**config.mk**
```make
export PLATFORM = sky130hd
export DESIGN_NAME = vram_arbiter_flat
export DESIGN_NICKNAME = d
export VERILOG_FILES = /design/src/rtl/vram_pkg.sv /design/src/rtl/vram_arbiter_if.sv /design/src/rtl/vram_clear_seq.sv /design/src/rtl/vram_arbiter.sv /design/src/flat_wrapper.sv
export SDC_FILE = /design/constraint.sdc
export NUM_CORES = 1
export LEC_CHECK = 0
export BUFFER_PORTS_ARGS = -buffer_cell sky130_fd_sc_hd__clkbuf_2
export CAP_MARGIN = 20
export CORE_AREA = 2 2 91 93
export DETAILED_ROUTE_END_ITERATION = 12
export DIE_AREA = 0 0 93 95
export PLACE_DENSITY = 0.93
export SYNTH_ARGS = -nofsm -noshare
export SYNTH_HDL_FRONTEND = slang
export SYNTH_SLANG_ARGS = --single-unit
```
**constraint.sdc**
```tcl
create_clock -name clk -period 4.9 [get_ports clk]
set_clock_uncertainty 0.05 [all_clocks]
set_input_delay 1.225 -clock clk [delete_from_list [all_inputs] [get_ports clk]]
set_output_delay 1.225 -clock clk [all_outputs]
set_load 0.1 [all_outputs]
```
**src/rtl/vram_pkg.sv**
```systemverilog
// Shared VRAM geometry and arbiter types.
// The tile-map fetch logic also imports this package.
package vram_pkg;
  localparam int TILES_H        = 25;
  localparam int TILES_V        = 18;
  localparam int TILES_PER_WORD = 16;
  localparam int VRAM_DEPTH     = (TILES_H * TILES_V + TILES_PER_WORD - 1) / TILES_PER_WORD;
  localparam int VRAM_AW        = $clog2(VRAM_DEPTH);

  typedef enum logic [1:0] {OWN_NONE, OWN_VID, OWN_CPU} owner_e;
  typedef enum logic {ST_IDLE, ST_CLEAR} clr_state_e;

  // Read-return tag: who gets the data and whether the slot returns zero.
  typedef struct packed {
    owner_e owner;
    logic   zero;
  } rd_tag_t;

  localparam rd_tag_t TAG_IDLE = '{owner: OWN_NONE, zero: 1'b0};
endpackage

```
**src/rtl/vram_arbiter_if.sv**
```systemverilog
// CPU memory-mapped bus into the VRAM arbiter.
// master = CPU side, slave = arbiter side.
interface vram_arbiter_if #(
  parameter int AW = vram_pkg::VRAM_AW
);
  import vram_pkg::*;

  logic          cpu_valid;
  logic          cpu_ready;
  logic          cpu_we;
  logic [AW-1:0] cpu_addr;
  logic [31:0]   cpu_wdata;
  logic [3:0]    cpu_wstrb;
  logic          cpu_rvalid;
  logic [31:0]   cpu_rdata;

  modport master (
    output cpu_valid, cpu_we, cpu_addr, cpu_wdata, cpu_wstrb,
    input  cpu_ready, cpu_rvalid, cpu_rdata
  );

  modport slave (
    input  cpu_valid, cpu_we, cpu_addr, cpu_wdata, cpu_wstrb,
    output cpu_ready, cpu_rvalid, cpu_rdata
  );
endinterface

```
**src/rtl/vram_clear_seq.sv**
```systemverilog
// Hardware clear sequencer: walks every VRAM word writing a latched fill value.
// A stall (video slot) holds the counter so no address is skipped.
module vram_clear_seq
  import vram_pkg::*;
#(
  parameter int DEPTH = VRAM_DEPTH,
  parameter int AW    = VRAM_AW
) (
  input  logic          clk,
  input  logic          rst_n,
  input  logic          start_i,
  input  logic          stall_i,
  input  logic [31:0]   value_i,
  output logic          busy_o,
  output logic          done_o,
  output logic          wr_o,
  output logic [AW-1:0] wr_addr_o,
  output logic [31:0]   wr_data_o
);
  clr_state_e    state_q;
  logic [AW-1:0] cnt_q;
  logic [31:0]   value_q;
  logic          done_q;
  logic          last;

  assign last = (cnt_q == AW'(DEPTH - 1));

  always_ff @(posedge clk) begin
    if (!rst_n) begin
      state_q <= ST_IDLE;
      cnt_q   <= '0;
      done_q  <= 1'b0;
    end else begin
      done_q <= 1'b0;
      case (state_q)
        ST_IDLE: begin
          if (start_i) begin
            state_q <= ST_CLEAR;
            cnt_q   <= '0;
            value_q <= value_i;
          end
        end
        ST_CLEAR: begin
          if (!stall_i) begin
            cnt_q <= cnt_q + AW'(1);
            if (last) begin
              state_q <= ST_IDLE;
              done_q  <= 1'b1;
            end
          end
        end
        default: state_q <= ST_IDLE;
      endcase
    end
  end

  assign busy_o    = (state_q == ST_CLEAR);
  assign done_o    = done_q;
  assign wr_o      = (state_q == ST_CLEAR) && !stall_i;
  assign wr_addr_o = cnt_q;
  assign wr_data_o = value_q;
endmodule

```
**src/rtl/vram_arbiter.sv**
```systemverilog
// Single-port VRAM arbiter: video fetch > clear write > CPU, with a
// two-stage tag pipeline steering RAM read data back to its requester.
module vram_arbiter
  import vram_pkg::*;
#(
  parameter int DEPTH = VRAM_DEPTH,
  parameter int AW    = VRAM_AW
) (
  input  logic                clk,
  input  logic                rst_n,
  vram_arbiter_if.slave       cpu,
  input  logic                vid_req,
  input  logic [AW-1:0]       vid_addr,
  output logic                vid_rvalid,
  output logic [31:0]         vid_rdata,
  input  logic                clr_start,
  input  logic [31:0]         clr_value,
  output logic                clr_busy,
  output logic                clr_done,
  output logic                ram_en,
  output logic                ram_we,
  output logic [AW-1:0]       ram_addr,
  output logic [31:0]         ram_wdata,
  output logic [3:0]          ram_wstrb,
  input  logic [31:0]         ram_rdata
);
  function automatic logic in_range(input logic [AW-1:0] a);
    return 32'(a) < DEPTH;
  endfunction

  logic          clr_wr;
  logic [AW-1:0] clr_addr;
  logic [31:0]   clr_data;
  logic          cpu_hs;

  vram_clear_seq #(.DEPTH(DEPTH), .AW(AW)) u_clear (
    .clk       (clk),
    .rst_n     (rst_n),
    .start_i   (clr_start),
    .stall_i   (vid_req),
    .value_i   (clr_value),
    .busy_o    (clr_busy),
    .done_o    (clr_done),
    .wr_o      (clr_wr),
    .wr_addr_o (clr_addr),
    .wr_data_o (clr_data)
  );

  assign cpu.cpu_ready = !clr_busy && !vid_req && !clr_start;
  assign cpu_hs        = cpu.cpu_valid && cpu.cpu_ready;

  logic          ram_en_d, ram_we_d;
  logic [AW-1:0] ram_addr_d;
  logic [31:0]   ram_wdata_d;
  logic [3:0]    ram_wstrb_d;
  rd_tag_t       tag_d;

  always_comb begin
    ram_en_d    = 1'b0;
    ram_we_d    = 1'b0;
    ram_addr_d  = '0;
    ram_wdata_d = '0;
    ram_wstrb_d = '0;
    tag_d       = TAG_IDLE;
    if (vid_req) begin
      ram_en_d    = in_range(vid_addr);
      ram_addr_d  = vid_addr;
      tag_d.owner = OWN_VID;
      tag_d.zero  = !in_range(vid_addr);
    end else if (clr_wr) begin
      ram_en_d    = 1'b1;
      ram_we_d    = 1'b1;
      ram_addr_d  = clr_addr;
      ram_wdata_d = clr_data;
      ram_wstrb_d = 4'hF;
    end else if (cpu_hs) begin
      // Out-of-range accesses are accepted but never reach the RAM.
      ram_en_d    = in_range(cpu.cpu_addr);
      ram_we_d    = cpu.cpu_we && in_range(cpu.cpu_addr);
      ram_addr_d  = cpu.cpu_addr;
      ram_wdata_d = cpu.cpu_wdata;
      ram_wstrb_d = cpu.cpu_wstrb;
      if (!cpu.cpu_we) begin
        tag_d.owner = OWN_CPU;
        tag_d.zero  = !in_range(cpu.cpu_addr);
      end
    end
  end

  logic          ram_en_q, ram_we_q;
  logic [AW-1:0] ram_addr_q;
  logic [31:0]   ram_wdata_q;
  logic [3:0]    ram_wstrb_q;
  rd_tag_t       tag_p0_q, tag_p1_q;

  // Stage p0: RAM port registered; stage p1: RAM data returns.
  always_ff @(posedge clk) begin
    if (!rst_n) begin
      ram_en_q    <= 1'b0;
      ram_we_q    <= 1'b0;
      ram_addr_q  <= '0;
      ram_wdata_q <= '0;
      ram_wstrb_q <= '0;
      tag_p0_q    <= TAG_IDLE;
      tag_p1_q    <= TAG_IDLE;
    end else begin
      ram_en_q    <= ram_en_d;
      ram_we_q    <= ram_we_d;
      ram_addr_q  <= ram_addr_d;
      ram_wdata_q <= ram_wdata_d;
      ram_wstrb_q <= ram_wstrb_d;
      tag_p0_q    <= tag_d;
      tag_p1_q    <= tag_p0_q;
    end
  end

  assign ram_en    = ram_en_q;
  assign ram_we    = ram_we_q;
  assign ram_addr  = ram_addr_q;
  assign ram_wdata = ram_wdata_q;
  assign ram_wstrb = ram_wstrb_q;

  assign vid_rvalid     = (tag_p1_q.owner == OWN_VID);
  assign vid_rdata      = (vid_rvalid && !tag_p1_q.zero) ? ram_rdata : 32'h0;
  assign cpu.cpu_rvalid = (tag_p1_q.owner == OWN_CPU);
  assign cpu.cpu_rdata  = (cpu.cpu_rvalid && !tag_p1_q.zero) ? ram_rdata : 32'h0;
endmodule
```
**src/flat_wrapper.sv**
```systemverilog
// flat-port wrapper written by rule: the top's interface ports become plain ports
module vram_arbiter_flat import vram_pkg::*;
#(
  parameter int DEPTH = VRAM_DEPTH,
  parameter int AW    = VRAM_AW
)
  (clk, rst_n, vid_req, vid_addr, vid_rvalid, vid_rdata, clr_start, clr_value, clr_busy, clr_done, ram_en, ram_we, ram_addr, ram_wdata, ram_wstrb, ram_rdata, cpu_cpu_valid, cpu_cpu_we, cpu_cpu_addr, cpu_cpu_wdata, cpu_cpu_wstrb, cpu_cpu_ready, cpu_cpu_rvalid, cpu_cpu_rdata);
  vram_arbiter_if #(.AW(AW)) cpu_i ();
  input  logic clk;
  input  logic rst_n;
  input  logic vid_req;
  input  logic [AW-1:0] vid_addr;
  output logic vid_rvalid;
  output logic [31:0] vid_rdata;
  input  logic clr_start;
  input  logic [31:0] clr_value;
  output logic clr_busy;
  output logic clr_done;
  output logic ram_en;
  output logic ram_we;
  output logic [AW-1:0] ram_addr;
  output logic [31:0] ram_wdata;
  output logic [3:0] ram_wstrb;
  input  logic [31:0] ram_rdata;
  input wire logic [$bits(cpu_i.cpu_valid)-1:0] cpu_cpu_valid;
  input wire logic [$bits(cpu_i.cpu_we)-1:0] cpu_cpu_we;
  input wire logic [$bits(cpu_i.cpu_addr)-1:0] cpu_cpu_addr;
  input wire logic [$bits(cpu_i.cpu_wdata)-1:0] cpu_cpu_wdata;
  input wire logic [$bits(cpu_i.cpu_wstrb)-1:0] cpu_cpu_wstrb;
  output wire logic [$bits(cpu_i.cpu_ready)-1:0] cpu_cpu_ready;
  output wire logic [$bits(cpu_i.cpu_rvalid)-1:0] cpu_cpu_rvalid;
  output wire logic [$bits(cpu_i.cpu_rdata)-1:0] cpu_cpu_rdata;
  assign cpu_i.cpu_valid = cpu_cpu_valid;
  assign cpu_i.cpu_we = cpu_cpu_we;
  assign cpu_i.cpu_addr = cpu_cpu_addr;
  assign cpu_i.cpu_wdata = cpu_cpu_wdata;
  assign cpu_i.cpu_wstrb = cpu_cpu_wstrb;
  assign cpu_cpu_ready = cpu_i.cpu_ready;
  assign cpu_cpu_rvalid = cpu_i.cpu_rvalid;
  assign cpu_cpu_rdata = cpu_i.cpu_rdata;
  vram_arbiter #(.DEPTH(DEPTH), .AW(AW)) u_core (.clk(clk), .rst_n(rst_n), .cpu(cpu_i), .vid_req(vid_req), .vid_addr(vid_addr), .vid_rvalid(vid_rvalid), .vid_rdata(vid_rdata), .clr_start(clr_start), .clr_value(clr_value), .clr_busy(clr_busy), .clr_done(clr_done), .ram_en(ram_en), .ram_we(ram_we), .ram_addr(ram_addr), .ram_wdata(ram_wdata), .ram_wstrb(ram_wstrb), .ram_rdata(ram_rdata));
endmodule
```
# ---- Word level (Yosys, flattened, before mapping)
# Index checks and enable logic that the tools add are counted.
dict set report totals {
  register_bits 88
  latchBits 0
  ram_bits 0
  romBits 0
  in_bits 116
  n_memories 0
}
dict set report classes {
  add_sub_neg 1
  n_mul 0
  div_mod_pow 0
  magnitude_cmp 2
  eq_ne 5
  shifts 0
  n_mux 26
  bitwise 3
  n_reduce_logical 18
}
# cell n
set op_table {}
lappend op_table {{32-bit 2-to-1 mux} 4}
lappend op_table {{5-bit 2-to-1 mux} 5}
lappend op_table {{5-bit less-than comparator, second input constant} 2}
lappend op_table {{5-bit case mux with 2 select lines} 1}
lappend op_table {{1-bit 2-to-1 mux} 9}
lappend op_table {{4-bit 2-to-1 mux} 2}
lappend op_table {{1-bit logical AND} 7}
lappend op_table {{1-bit logical NOT} 6}
lappend op_table {{2-bit 2-to-1 mux} 3}
lappend op_table {{5-bit by 1-bit adder with 5-bit output, second input constant} 1}
lappend op_table {{5-bit equality test, second input constant} 1}
lappend op_table {{2-bit != test, second input constant} 2}
lappend op_table {{4-bit OR reduction} 1}
lappend op_table {{3-bit 2-to-1 mux} 1}
lappend op_table {{1-bit NOT} 3}
lappend op_table {{3-bit AND reduction} 1}
lappend op_table {{3-bit OR reduction} 1}
lappend op_table {{2-bit by 1-bit equality test with 1-bit output, second input constant} 1}
lappend op_table {{2-bit equality test, second input constant} 1}
lappend op_table {{1-bit case mux with 2 select lines} 1}
lappend op_table {{2-bit AND reduction} 1}
lappend op_table {{2-bit OR reduction} 1}

# ---- Depth between registers and ports, before layout
dict set report depth {
  ltp_word 7
  mapped_depth 5
  depth_no_buf 4
}

# ---- By module
# Synthesis repeated with hierarchy kept, for this count alone.
dict set report hier_totals {
  hier_cells 351
  hier_area_um2 3528.4
}
# module instances cells_per_inst area_per_inst_um2
set modules_own_cells {}
lappend modules_own_cells {vram_arbiter 1 278 2224.6}
lappend modules_own_cells {vram_clear_seq 1 73 1303.8}

# ---- Worst setup path before layout
# OpenSTA, ideal clock, no wires.
dict set report synth_timing {
  path_type {in2out}
  startpoint {input vid_req}
  endpoint {output cpu_cpu_ready}
  t_arrival_ps 3613
  required_time_ps 3625
  slack_ps 12
  cell_stages 3
  path_cell_list {clkbuf_1 -> buf_2 -> nor3_1}
}
dict set report synth_between {
  elab_chain_len 3
}
# item line_no
set synth_rtl {}
lappend synth_rtl {{from (decl)} flat_wrapper.sv:11} ;# input logic vid_req;
lappend synth_rtl {{1-bit logical NOT} vram_arbiter.sv:49} ;# assign cpu.cpu_ready = !clr_busy && !vid_req && !clr_start;
lappend synth_rtl {{1-bit logical AND (2 in a row)} vram_arbiter.sv:49}
lappend synth_rtl {{to (decl)} flat_wrapper.sv:30} ;# output wire logic [$bits(cpu_i.cpu_ready)-1:0] cpu_cpu_ready;
# Every way passes these cells.

# ---- Final worst setup path
# Same ends and word-level chain as after synthesis.

==> flow_summary_export.csv <==
group,metric,value,unit
drt,drc,0,
clock_tree,holdBufCountCts,0,
logic_synthesis,ys_ff_latch,88,
worst_setup_path,cp_cell_sequence,"clkbuf_2, nor3_1, clkbuf_2",
timing,slew_viol_final,0,
die,rows,33,
logic_synthesis,ys_seq_area_frac,0.601,
power,clkPwrFrac,0.324,
layout,finish.utilization,0.619,
power,p_leak,0.00237,uW
logic_synthesis,synth_fp_nets,434,
logic_synthesis,synth_edf_count,32,
layout,regArea,2080,sq um
worst_setup_path,slowest_delay,0.49,ns
drt,ant_nets,0,
global_routing,grt_pass1_wl,14900,microns
logic_synthesis,synth.area.top_cells,"dfxtp_1 32%, edfxtp_1 28%, and2_1 13%, a22oi_1 6.9%, nor2_1 4.3%",
timing,timing.fmax,288,MHz
power,p_switching,485,uW
power,seq_power_share,0.496,
timing,final.period_utilization,0.708,
drt,firstDrtPassIters,4,
timing,hold_violations,0,
clock_tree,cts.sinks,88,
placed_design,dp_hpwl,8060,microns
flow_run,maxCapViolCount,0,
worst_setup_path,required,3.62,ns
layout,nets,655,
power,ir_worst_vdd,0.277,mV
drt,drt-total-wl,10300,microns
timing,slew_headroom,0.361,
worst_setup_path,r2r_end,"u_core.ram_wdata[26]$_SDFF_PP0_",
clock_tree,postCtsSetupBuffers,0,
drt,drt_iter0_drc,120,
die,coreArea,7930,sq um
placed_design,place_area,4700,sq um
logic_synthesis,synthTopCellsByCount,"71 x and2_1, 56 x dfxtp_1, 40 x nor2_1",
layout,syn_to_final_growth,41.8,%
global_routing,grt_pass1_vias,3060,
timing,finalSetupTns,0,ns
logic_synthesis,synth.most_common_cell,"and2_1",
global_routing,grt_max_degree,53,
logic_synthesis,async_flop_share,0,
layout,layout-drive-gt1-share,0.463,
timing,finalSetupViolCount,0,
power,power_density,328,nW/um^2
die,dieHeight,95,microns
worst_setup_path,endpoint_kind,"output pin",
clock_tree,cts_max_level,3,
worst_setup_path,critPathMaxFanout,20,
worst_hold_path,whs_endpoint,"u_core.tag_p1_q[1]$_SDFF_PN0_",
logic_synthesis,synth_ff_type,"dfxtp_1",
placed_design,io_buffers,227,
worst_setup_path,reg2reg_slack,2.66,ns
clock_tree,tritoncts,"yes",
timing,tightestPinTransition,0.958,ns
layout,multi_input_area,1260,sq um
power,swShare,0.301,
die,ios,228,
logic_synthesis,syn-cell-area,3460,sq um
drt,vias,3217,
status,status,"completed",
clock_tree,clk_latency,0.34,ns
worst_setup_path,path_common_cell,"clkbuf_2",
logic_synthesis,synthDominantCellAreaShare,0.324,
clock_tree,clk_pin_slew,0.08,ns
worst_setup_path,critPathLaunchType,"primary input",
logic_synthesis,ys_warn_count,0,
logic_synthesis,syn_inst,316,
drt,routedWlPerCell,15.9,microns
worst_setup_path,path_class,"in -> out",
worst_setup_path,r2r_cells,4,
worst_setup_path,cpMaxStageDelayCell,"clkbuf_2",
placed_design,place.gp.congestion,0.770,
worst_hold_path,worstHoldStart,"u_core.tag_p0_q[1]$_SDFF_PN0_",
clock_tree,ctsResizeCount,0,
clock_tree,cts_root_buf,"clkbuf_8",
layout,diodes,0,
worst_hold_path,hp-class,"reg -> reg",
global_routing,track_usage,0.223,
timing,rsz0062_at_grt,"false",
logic_synthesis,yosysTopAreaCell,"dfxtp_1",
layout,n_fill_cell,638,
logic_synthesis,synth.avg_cell_area,11.0,sq um
worst_setup_path,critPathArrivalTime,2.19,ns
worst_setup_path,r2r-start,"u_core.u_clear.busy_o$_SDFF_PN0_",
timing,period_needed,3.47,ns
die,start_util,0.437,
power,power_frac_comb,0.180,
die,die-area,8840,sq um
layout,final_area,4910,sq um
worst_hold_path,hold_path_depth,1,
die,die_x,93,microns
global_routing,antenna_found_initial,0,
timing,fin_hold_ws,0.392,ns
power,internal-power,1130,uW
clock_tree,ctsLongestPathBuffers,2,
drt,via_per_inst,4.97,
global_routing,grt-ovfl-total,0,
logic_synthesis,yosysUniqueCellTypes,33,
clock_tree,cts_buffers,9,
## area by class of cell
cell class	instances	share of cell area
multi-input combinational	201	0.258
clock buffer	11	0.0311
tap	105	0.0268
timing repair buffer	233	0.245
inverter	4	0.00306
sequential	88	0.424
clock inverter	5	0.0127
## registers in the layout, summed over array words and instances (netlist names)
register,flops
u_core.u_clear.busy_o,1
u_core.ram_wdata,32
u_core.u_clear.wr_addr_o,5
u_core.ram_addr,5
u_core.u_clear.wr_data_o,32
u_core.ram_wstrb,4
u_core.ram_we,1
u_core.tag_p1_q,3
u_core.tag_p0_q,3
u_core.ram_en,1
u_core.u_clear.done_o,1
## placed cells by master, fill, tap and decap left out, types with 2 or more instances in the layout
cell type	n
clkbuf_2	227
and2_1	71
dfxtp_1	55
nor2_1	40
a22oi_1	32
edfxtp_1	32
nor2b_1	10
clkbuf_8	9
a21oi_1	7
and3b_1	5
a221oi_1	5
buf_4	5
inv_1	4
nor3b_1	4
and3_1	3
nor3_1	3
nand2b_1	2
nand2_1	2
o21ai_0	2
ha_1	2
inv_6	2
clkinvlp_4	2
## power groups by stage
stage          clock network (uW)  registers, uW  logic (uW)
6_report                      522            798         290
5_1_grt                       556            801         305
4_1_cts                       531            798         292
3_5_place_dp                    0            815         291
3_3_place_gp                    0            813         285
2_1_floorplan                   0            892         124
## stage by stage
| stage | std cells | total power (uW) | worst slack, ns |
|---|---|---|---|
| 4_1_cts | 647 | 1620 | 1.43 |
| 5_1_grt | 647 | 1660 | 1.35 |
| 3_5_place_dp | 631 | 1110 | 1.43 |
| 6_report | 647 | 1610 | 1.43 |
| 2_1_floorplan | 316 | 1020 | 0.0118 |
| 3_3_place_gp | 630 | 1100 | 1.44 |
## per-layer routing
metal | routed length (microns) | share of wire | vias to the layer above | GRT usage
li1 | - | - | 1541 | -
met1 | 3450 | 0.34 | 1496 | 0.220
met2 | 5560 | 0.54 | 161 | 0.430
met3 | 1050 | 0.10 | 19 | 0.0870
met4 | 197 | 0.019 | 0 | 0.0650
met5 | 0 | 0 | - | 0
## cell families (layout without fill, tap and decap cells)
family	Yosys count	in the layout	share of synthesized area
simple gates	146	146	0.246
buf+inv	27	253	0.0336
fa+ha+maj	2	2	0.00722
flops	88	88	0.601
compound gates	53	53	0.112
## critical path: cells and delay by family
kind,cells,cell delay [ns]
simple gates,1,0.23
buf+inv,2,0.74
## worst max-delay path by stage
stage	start	end	slack [ns]	cells past startpoint
2_1_floorplan	vid_req	cpu_cpu_ready	0.01	3
3_3_place_gp	vid_req	cpu_cpu_ready	1.44	3
6_report	vid_req	cpu_cpu_ready	1.43	3
4_1_cts	vid_req	cpu_cpu_ready	1.43	3
3_5_place_dp	vid_req	cpu_cpu_ready	1.43	3
5_1_grt	vid_req	cpu_cpu_ready	1.35	3
Power figures use the tool's default switching activity.
